==> config.mk <==
export PLATFORM = sky130hd
export DESIGN_NAME = push_sequencer_flat
export DESIGN_NICKNAME = d
export VERILOG_FILES = /design/src/rtl/push_sequencer_if.sv /design/src/rtl/push_sequencer.sv /design/src/flat_wrapper.sv
export SDC_FILE = /design/constraint.sdc
export NUM_CORES = 1
export LEC_CHECK = 0
export ABC_AREA = 1
export CELL_PAD_IN_SITES_DETAIL_PLACEMENT = 1
export CELL_PAD_IN_SITES_GLOBAL_PLACEMENT = 2
export CORE_UTILIZATION = 21
export DETAILED_ROUTE_END_ITERATION = 8
export GPL_ROUTABILITY_DRIVEN = 0
export PLACE_DENSITY_LB_ADDON = 0.1
export SLEW_MARGIN = 20
export SYNTH_ARGS = -nofsm -noshare
export SYNTH_HDL_FRONTEND = slang
export SYNTH_SLANG_ARGS = --single-unit
==> constraint.sdc <==
create_clock -name i_Clk -period 2.1 [get_ports i_Clk]
set_clock_uncertainty 0.2 [all_clocks]
set_input_delay 0.315 -clock i_Clk [delete_from_list [all_inputs] [get_ports i_Clk]]
set_output_delay 0.315 -clock i_Clk [all_outputs]
set_load 0.01 [all_outputs]
==> src/rtl/push_sequencer_if.sv <==
// Bus bundle between the control unit and the PUSH sequencer:
// start/operand inputs, memory write port, SP write-back, status.
interface push_sequencer_if #(
  parameter int ADDR_W = 16
);
  logic              i_MCycle_Tick;
  logic              i_Start;
  logic [3:0]        i_P;
  logic [15:0]       i_Reg_Data;
  logic [ADDR_W-1:0] i_SP;
  logic              i_Mem_Ready;
  logic              o_Busy;
  logic [ADDR_W-1:0] o_Address_Out;
  logic [7:0]        o_Data_Out;
  logic              o_Mem_Write;
  logic [ADDR_W-1:0] o_SP_Value;
  logic              o_SP_We;
  logic              o_IR_Fetch;
  logic              o_Done;

  modport master (
    input  i_MCycle_Tick, i_Start, i_P, i_Reg_Data,
    input  i_SP, i_Mem_Ready,
    output o_Busy, o_Address_Out, o_Data_Out, o_Mem_Write,
    output o_SP_Value, o_SP_We, o_IR_Fetch, o_Done
  );

  modport slave (
    output i_MCycle_Tick, i_Start, i_P, i_Reg_Data,
    output i_SP, i_Mem_Ready,
    input  o_Busy, o_Address_Out, o_Data_Out, o_Mem_Write,
    input  o_SP_Value, o_SP_We, o_IR_Fetch, o_Done
  );
endinterface

==> src/rtl/push_sequencer.sv <==
// SM83 PUSH rr sequencer: runs M2 (SP dec), M3 (hi write) and
// M4 (lo write overlapped with the next IR fetch) after M1.
module push_sequencer #(
  parameter logic [7:0] F_MASK = 8'hF0,
  parameter int         ADDR_W = 16
) (
  input  logic          i_Clk,
  input  logic          i_Reset,
  push_sequencer_if.master bus
);

  typedef enum logic [1:0] {
    IDLE,
    DEC,
    WR_HI,
    WR_LO
  } state_t;

  state_t            state, state_n;
  logic [ADDR_W-1:0] sp_r;
  logic [7:0]        hi_r, lo_r;
  logic              accept;
  logic              sp_we;
  logic [ADDR_W-1:0] sp_dec;

  assign sp_dec = sp_r - 1'b1;

  always_ff @(posedge i_Clk) begin
    if (i_Reset) begin
      state <= IDLE;
      sp_r  <= '0;
      hi_r  <= '0;
      lo_r  <= '0;
    end else begin
      state <= state_n;
      if (accept) begin
        sp_r <= bus.i_SP;
        hi_r <= bus.i_Reg_Data[15:8];
        lo_r <= bus.i_P[3] ? (bus.i_Reg_Data[7:0] & F_MASK)
                           : bus.i_Reg_Data[7:0];
      end
      if (sp_we) sp_r <= sp_dec;
    end
  end

  // Strobes are masked while reset is asserted so a reset edge
  // never coincides with a commit, write or done.
  always_comb begin
    state_n           = state;
    accept            = 1'b0;
    sp_we             = 1'b0;
    bus.o_Busy        = 1'b0;
    bus.o_Address_Out = '0;
    bus.o_Data_Out    = '0;
    bus.o_Mem_Write   = 1'b0;
    bus.o_IR_Fetch    = 1'b0;
    bus.o_Done        = 1'b0;
    if (!i_Reset) begin
      unique case (state)
        IDLE: begin
          if (bus.i_Start && $onehot(bus.i_P)) begin
            accept  = 1'b1;
            state_n = DEC;
          end
        end
        DEC: begin
          bus.o_Busy = 1'b1;
          if (bus.i_MCycle_Tick) begin
            sp_we   = 1'b1;
            state_n = WR_HI;
          end
        end
        WR_HI: begin
          bus.o_Busy        = 1'b1;
          bus.o_Address_Out = sp_r;
          bus.o_Data_Out    = hi_r;
          bus.o_Mem_Write   = 1'b1;
          if (bus.i_MCycle_Tick && bus.i_Mem_Ready) begin
            sp_we   = 1'b1;
            state_n = WR_LO;
          end
        end
        WR_LO: begin
          bus.o_Busy        = 1'b1;
          bus.o_Address_Out = sp_r;
          bus.o_Data_Out    = lo_r;
          bus.o_Mem_Write   = 1'b1;
          bus.o_IR_Fetch    = 1'b1;
          if (bus.i_MCycle_Tick && bus.i_Mem_Ready) begin
            bus.o_Done = 1'b1;
            state_n    = IDLE;
          end
        end
        default: state_n = IDLE;
      endcase
    end
  end

  assign bus.o_SP_We    = sp_we;
  assign bus.o_SP_Value = sp_we ? sp_dec : '0;

endmodule

==> src/flat_wrapper.sv <==
// flat-port wrapper written by rule: the top's interface ports become plain ports
module push_sequencer_flat 
#(
  parameter logic [7:0] F_MASK = 8'hF0,
  parameter int         ADDR_W = 16
)
  (i_Clk, i_Reset, bus_i_MCycle_Tick, bus_i_Start, bus_i_P, bus_i_Reg_Data, bus_i_SP, bus_i_Mem_Ready, bus_o_Busy, bus_o_Address_Out, bus_o_Data_Out, bus_o_Mem_Write, bus_o_SP_Value, bus_o_SP_We, bus_o_IR_Fetch, bus_o_Done);
  push_sequencer_if #(.ADDR_W(ADDR_W)) bus_i ();
  input  logic i_Clk;
  input  logic i_Reset;
  input wire logic [$bits(bus_i.i_MCycle_Tick)-1:0] bus_i_MCycle_Tick;
  input wire logic [$bits(bus_i.i_Start)-1:0] bus_i_Start;
  input wire logic [$bits(bus_i.i_P)-1:0] bus_i_P;
  input wire logic [$bits(bus_i.i_Reg_Data)-1:0] bus_i_Reg_Data;
  input wire logic [$bits(bus_i.i_SP)-1:0] bus_i_SP;
  input wire logic [$bits(bus_i.i_Mem_Ready)-1:0] bus_i_Mem_Ready;
  output wire logic [$bits(bus_i.o_Busy)-1:0] bus_o_Busy;
  output wire logic [$bits(bus_i.o_Address_Out)-1:0] bus_o_Address_Out;
  output wire logic [$bits(bus_i.o_Data_Out)-1:0] bus_o_Data_Out;
  output wire logic [$bits(bus_i.o_Mem_Write)-1:0] bus_o_Mem_Write;
  output wire logic [$bits(bus_i.o_SP_Value)-1:0] bus_o_SP_Value;
  output wire logic [$bits(bus_i.o_SP_We)-1:0] bus_o_SP_We;
  output wire logic [$bits(bus_i.o_IR_Fetch)-1:0] bus_o_IR_Fetch;
  output wire logic [$bits(bus_i.o_Done)-1:0] bus_o_Done;
  assign bus_i.i_MCycle_Tick = bus_i_MCycle_Tick;
  assign bus_i.i_Start = bus_i_Start;
  assign bus_i.i_P = bus_i_P;
  assign bus_i.i_Reg_Data = bus_i_Reg_Data;
  assign bus_i.i_SP = bus_i_SP;
  assign bus_i.i_Mem_Ready = bus_i_Mem_Ready;
  assign bus_o_Busy = bus_i.o_Busy;
  assign bus_o_Address_Out = bus_i.o_Address_Out;
  assign bus_o_Data_Out = bus_i.o_Data_Out;
  assign bus_o_Mem_Write = bus_i.o_Mem_Write;
  assign bus_o_SP_Value = bus_i.o_SP_Value;
  assign bus_o_SP_We = bus_i.o_SP_We;
  assign bus_o_IR_Fetch = bus_i.o_IR_Fetch;
  assign bus_o_Done = bus_i.o_Done;
  push_sequencer #(.F_MASK(F_MASK), .ADDR_W(ADDR_W)) u_core (.i_Clk(i_Clk), .i_Reset(i_Reset), .bus(bus_i));
endmodule
# --- Word level (Yosys, flattened, before mapping) ---
# Cells that the tools add are included.
# W data, S select, Z words.
word_totals:
  reg_bits: 34
  in_bits: 41
  word_cells: 51
classes:
  addsub: 4
  eq_ne: 8
  n_mux: 28
  reduce_logical: 7
op_table:
  columns: ["operator", "count"]
  rows:
  - ["$mux W16", 5]
  - ["$pmux W8 S2", 1]
  - ["$sub A16 B1 Y16 const B", 1]
  - ["$mux W1", 14]
  - ["$mux W2", 4]
  - ["$mux W8", 1]
  - ["$pmux W2 S4", 1]
  - ["$ne A2 B1 Y1 const B", 3]
  - ["$add A1 B1 Y2", 2]
  - ["$eq A2 B2 Y1 const B", 2]
  - ["$mux W4", 1]
  - ["$reduce_and A4 Y1", 1]
  - ["$add A3 B3 Y3", 1]
  - ["$eq A3 B1 Y1 const B", 1]
  - ["$reduce_or A3 Y1", 1]
  - ["$eq A2 B1 Y1 const B", 1]
  - ["$logic_and A1 B1 Y1", 2]
  - ["$logic_not A2 Y1", 1]
  - ["$ne A2 B2 Y1 const B", 1]
  - ["$pmux W1 S2", 1]
  - ["$reduce_bool A2 Y1", 1]
  - ["$reduce_or A2 Y1", 1]

# --- Longest topological paths before layout ---
depth:
  depth_word: 9
  ltp_mapped: 12
  mapped_depth_nobuf: 11

# --- Least setup slack after synthesis ---
# No wires, ideal clock.
synth_path:
  path_type: "input to register"
  start: "in bus_i_P[0]"
  end: "reg u_core.sp_r[10]"
  arrival_ns: 1.949
  t_required_ns: 1.781
  slack_ns: -0.168
  path_stages: 8
  cell_sequence: "ha_1 ha_1 fa_1 nor2_4 nand4_4 buf_4 o21ai_0 a21oi_1"
synth_via:
  elab_chain_cells: 8
synth_rtl:
  columns: ["element", "line_no", "rtl"]
  rows:
  - ["from (decl)", "flat_wrapper.sv:13", "input wire logic [$bits(bus_i.i_P)-1:0] bus_i_P;"]
  - ["$add A1 B1 Y2 (not written as such)", "push_sequencer.sv:61", "if (bus.i_Start && $onehot(bus.i_P)) begin"]
  - ["$add A3 B3 Y3 (not written as such)", "push_sequencer.sv:61", null]
  - ["$eq A3 B1 Y1", "push_sequencer.sv:61", null]
  - ["$logic_and A1 B1 Y1", "push_sequencer.sv:61", null]
  - ["$mux W1", "push_sequencer.sv:61", null]
  - ["$mux W1", "push_sequencer.sv:59", "unique case (state)"]
  - ["$mux W1", "push_sequencer.sv:58", "if (!i_Reset) begin"]
  - ["$reduce_bool A2 Y1 (no source line)", null, null]
  - ["to (signal assigned)", "push_sequencer.sv:37", "sp_r <= bus.i_SP;"]
  - ["to (signal assigned)", "push_sequencer.sv:42", "if (sp_we) sp_r <= sp_dec;"]
  - ["to (decl)", "push_sequencer.sv:20", "logic [ADDR_W-1:0] sp_r;"]
# Every way passes these cells.
# A chain may end at the register's enable or synchronous reset.

# --- Worst setup path after layout ---
layout_path:
  start: "reg u_core.state[0]"
  end: "out bus_o_SP_Value[6]"
layout_via:
  elab_chain_cells: 4
layout_rtl:
  columns: ["element", "line_no", "rtl"]
  rows:
  - ["from (decl)", "push_sequencer.sv:19", "state_t state, state_n;"]
  - ["from (signal assigned)", "push_sequencer.sv:35", "state <= state_n;"]
  - ["$eq A2 B2 Y1 or $eq A2 B1 Y1 (tied branches)", "push_sequencer.sv:59", null]
  - ["$pmux W1 S2 (*)", "push_sequencer.sv:59", null]
  - ["$mux W1 (*)", "push_sequencer.sv:58", null]
  - ["$mux W16 (*)", "push_sequencer.sv:100", "assign bus.o_SP_Value = sp_we ? sp_dec : '0;"]
  - ["to (decl)", "flat_wrapper.sv:21", "output wire logic [$bits(bus_i.o_SP_Value)-1:0] bus_o_SP_Value;"]
# Mark *: on every way between the ends. The rest lies on a longest branch, timed or not.

==> reports/qor.yml <==
globalRouteTotalUtil_pct: 16.54
syn_nets: 401
finalCritPeriodShare_pct: 103.4
synthXorXnorAreaFrac_pct: 1.425
power.total_w: 0.004258
totalWireLength_mm: 9.381
combinational_family_with_the_most_area_after_synthesis: "simple AND/OR/NAND/NOR gates"
proportion_of_netlist_area_held_by_the_largest_area_contributor_pct: 28.71
drtAntennaViolNets: 0
detail_route.first_pass.iterations: 4
critical_path.max_fanout: 7
clock_sink_count: 34
crit_type: "reg2out"
detail_route.wl_per_cell_um: 14.09
io-pin-count: 86
grt_overflow_total: 0
seqCellArea_um2: 683.2
final_common_cell: "buf_4"
post_cts_hold_buffer_count: 0
yosysTopAreaCell: "dfxtp_1"
fin_crit_ns: 2.171
place_ws_ns: -0.7365
via_count: 2831
via_per_inst: 4.251
mappedNetlistArea_um2: 2371
initial_utilization_pct: 21.68
bufs_on_longest_clock_path: 2
number_of_antenna_violations_at_the_first_check_in_global_routing: 0
worst-endpoint-arrival_ns: 1.66
outcome: "finished with violations"
power.static_leakage_nw: 2.190
grt_setup_unrepaired: "yes"
layout_common_cells: "73 x buf_4, 61 x nand2_1, 37 x buf_6"
syn_inst: 350
grt_max_degree: 17
drv_cap: 0
synth_mux_area_share_pct: 0
grt_pass1_vias: 2941
cellPowerDensity_nw_per_um2: 900.7
drt_drc_violations_left: 0
setup_viol: 29
core_area_um2: 10940
synth_fa_ha_area_share_pct: 5.594
place.detailed.hpwl_mm: 7.072
clock_tree.htree_level_count: 2
synth.ff_latch_count: 34
startpoint_type: "flop"
timing.final.ws_setup_ns: -0.07052
syn-mean-instance-area_um2: 6.774
grt_pass1_wl_mm: 14.95
core.rowCount: 38
design.final.nets: 576
hold_viol_final: 0
violations: "negative setup slack"
number_of_max_slew_violations_in_the_final_report: 0
clkLatencyLatePin_ns: 0.27
ys_seq_area_share_pct: 28.71
drt_iter0_drc: 31
port-buffer-count: 85
die_area_um2: 11720
multi_input_area_um2: 1862
synth.area.top_cells: "dfxtp_1 29%, nand2_1 12%, inv_1 8.4%"
min-delay-path-class: "reg2reg"
fmax_mhz: 460.7
worst_ir_drop_vdd_uv: 415.3
signed_area_change_from_the_synthesized_netlist_to_the_final_layout_pct: 99.37
chipHeight_um: 108.3
synth_cell_type_count: 37
slew_headroom_pct: 82.37
worst_ep_required_time_ns: 1.58
share_of_layout_cells_above_drive_strength_1_pct: 51.90
layout_filler_cell_count: 1321
worst_setup_hold_path_clk_slew_ns: 0.06
die_w_um: 108.3
cts_tree: "built"
postLayoutCoreUtil_pct: 43.23
compound_gate_portion_of_the_synthesized_area_pct: 15.04
antenna_cells_inserted: 0
cp-end-kind: "output pin"
synth-simple-area-share_pct: 35.36
cell_chosen_for_the_clock_root: "clkbuf_16"
numCtsBuffers: 5
worst_slew_pin_slew_ns: 0.2644
synth_warn: 0
==> critical path, stage by stage, from the launching register on <==
cell      delay [ns]
dfxtp_2         0.35
inv_4           0.05
ha_4            0.26
inv_2           0.04
nor2_4          0.09
nand3_4         0.12
clkinv_8        0.10
buf_12          0.14
nand3_4         0.08
inv_2           0.06
buf_6           0.09
==> stage by stage <==
step,std cells,cell area [um2],hold slack (ns),TNS (ns)
6_report,666,4727,0.2651,-1.249
5_1_grt,666,4727,0.2900,-4.064
4_1_cts,656,4310,0.2696,-2.459
3_5_place_dp,638,3950,0.2561,-37.62
3_3_place_gp,638,3950,0.2498,-35.34
2_1_floorplan,350,2431,0.2247,-0.6899
==> Yosys cell counts <==
cell and number:
nand3_4 2, clkbuf_2 1, nor2_4 5, xor2_2 1, nand2_2 1, buf_2 3, nand2_4 4, nor2_1 45
nand2_1 74, nor2_8 1, fa_1 1, nand4_4 1, o21ai_0 22, nor3b_1 1, a32o_1 2, clkbuf_1 1
o21ai_1 9, buf_12 1, a21oi_1 23, nand3_2 5, ha_1 9, inv_2 2, dfxtp_1 34, inv_1 53
nand3_1 23, buf_1 1, a31oi_1 1, nor3_1 2, o22ai_1 2, xor2_1 2, o31ai_1 4, buf_6 4
inv_4 1, a21oi_2 2, inv_6 1, nor2_2 4, buf_4 2
==> routing by layer <==
| metal | wire (um) | global-route usage [%] | up-vias |
|---|---|---|---|
| li1 | - | - | 1455 |
| met1 | 4118 | 20.92 | 1318 |
| met2 | 4877 | 29.66 | 51 |
| met3 | 315 | 1.808 | 7 |
| met4 | 69 | 4.247 | 0 |
| met5 | 0 | 0 | - |
==> what timing repair did <==
| action | CTS | global route |
|---|---|---|
| pin swaps | 18 | 23 |
| gates resized for setup | 259 | 119 |
| endpoints found under the setup margin | 79 | 75 |
| gates cloned | 2 | 0 |
| setup buffers | 8 | 12 |
==> power breakdown <==
group / total (W) / switching (W) / internal (W) / leakage [nW]
combinational: 0.00260 / 0.00141 / 0.00119 / 1.84
clock: 0.000841 / 0.000280 / 0.000561 / 0.0781
sequential: 0.000818 / 0.0000766 / 0.000741 / 0.277
==> state kept, by name, summed over array words and instances, names as in the netlist <==
register,flops
u_core.lo_r,8
u_core.state,2
u_core.hi_r,8
u_core.sp_r,16
==> layout make-up <==
class | instances | share of cell area (%)
clock buffers | 7 | 2.806
clock inverters | 1 | 0.6353
inverters | 57 | 5.267
multi-input cells | 247 | 39.39
flip-flops and latches | 34 | 14.45
well taps | 140 | 3.706
repair buffers | 180 | 33.75
==> kinds of logic after synthesis <==
kind of cell,after synthesis
adders and majority gates,10
xor gates and xnor gates,3
AOI/OAI and AO/OA,65
and+or+nand+nor,168
DFF,34
buffers and inverters,70
==> path summary, 6_finish.rpt <==
check	start	to	slack, ns	cells after the start
hold reg to reg	u_core.hi_r[4]	u_core.hi_r[4]	0.27	2
hold / removal	u_core.hi_r[4]	u_core.hi_r[4]	0.27	2
setup / recovery	u_core.state[0]	bus_o_SP_Value[6]	-0.07	10
setup reg to reg	u_core.state[0]	u_core.state[1]	0.10	12
Power figures use the tool's default switching activity.
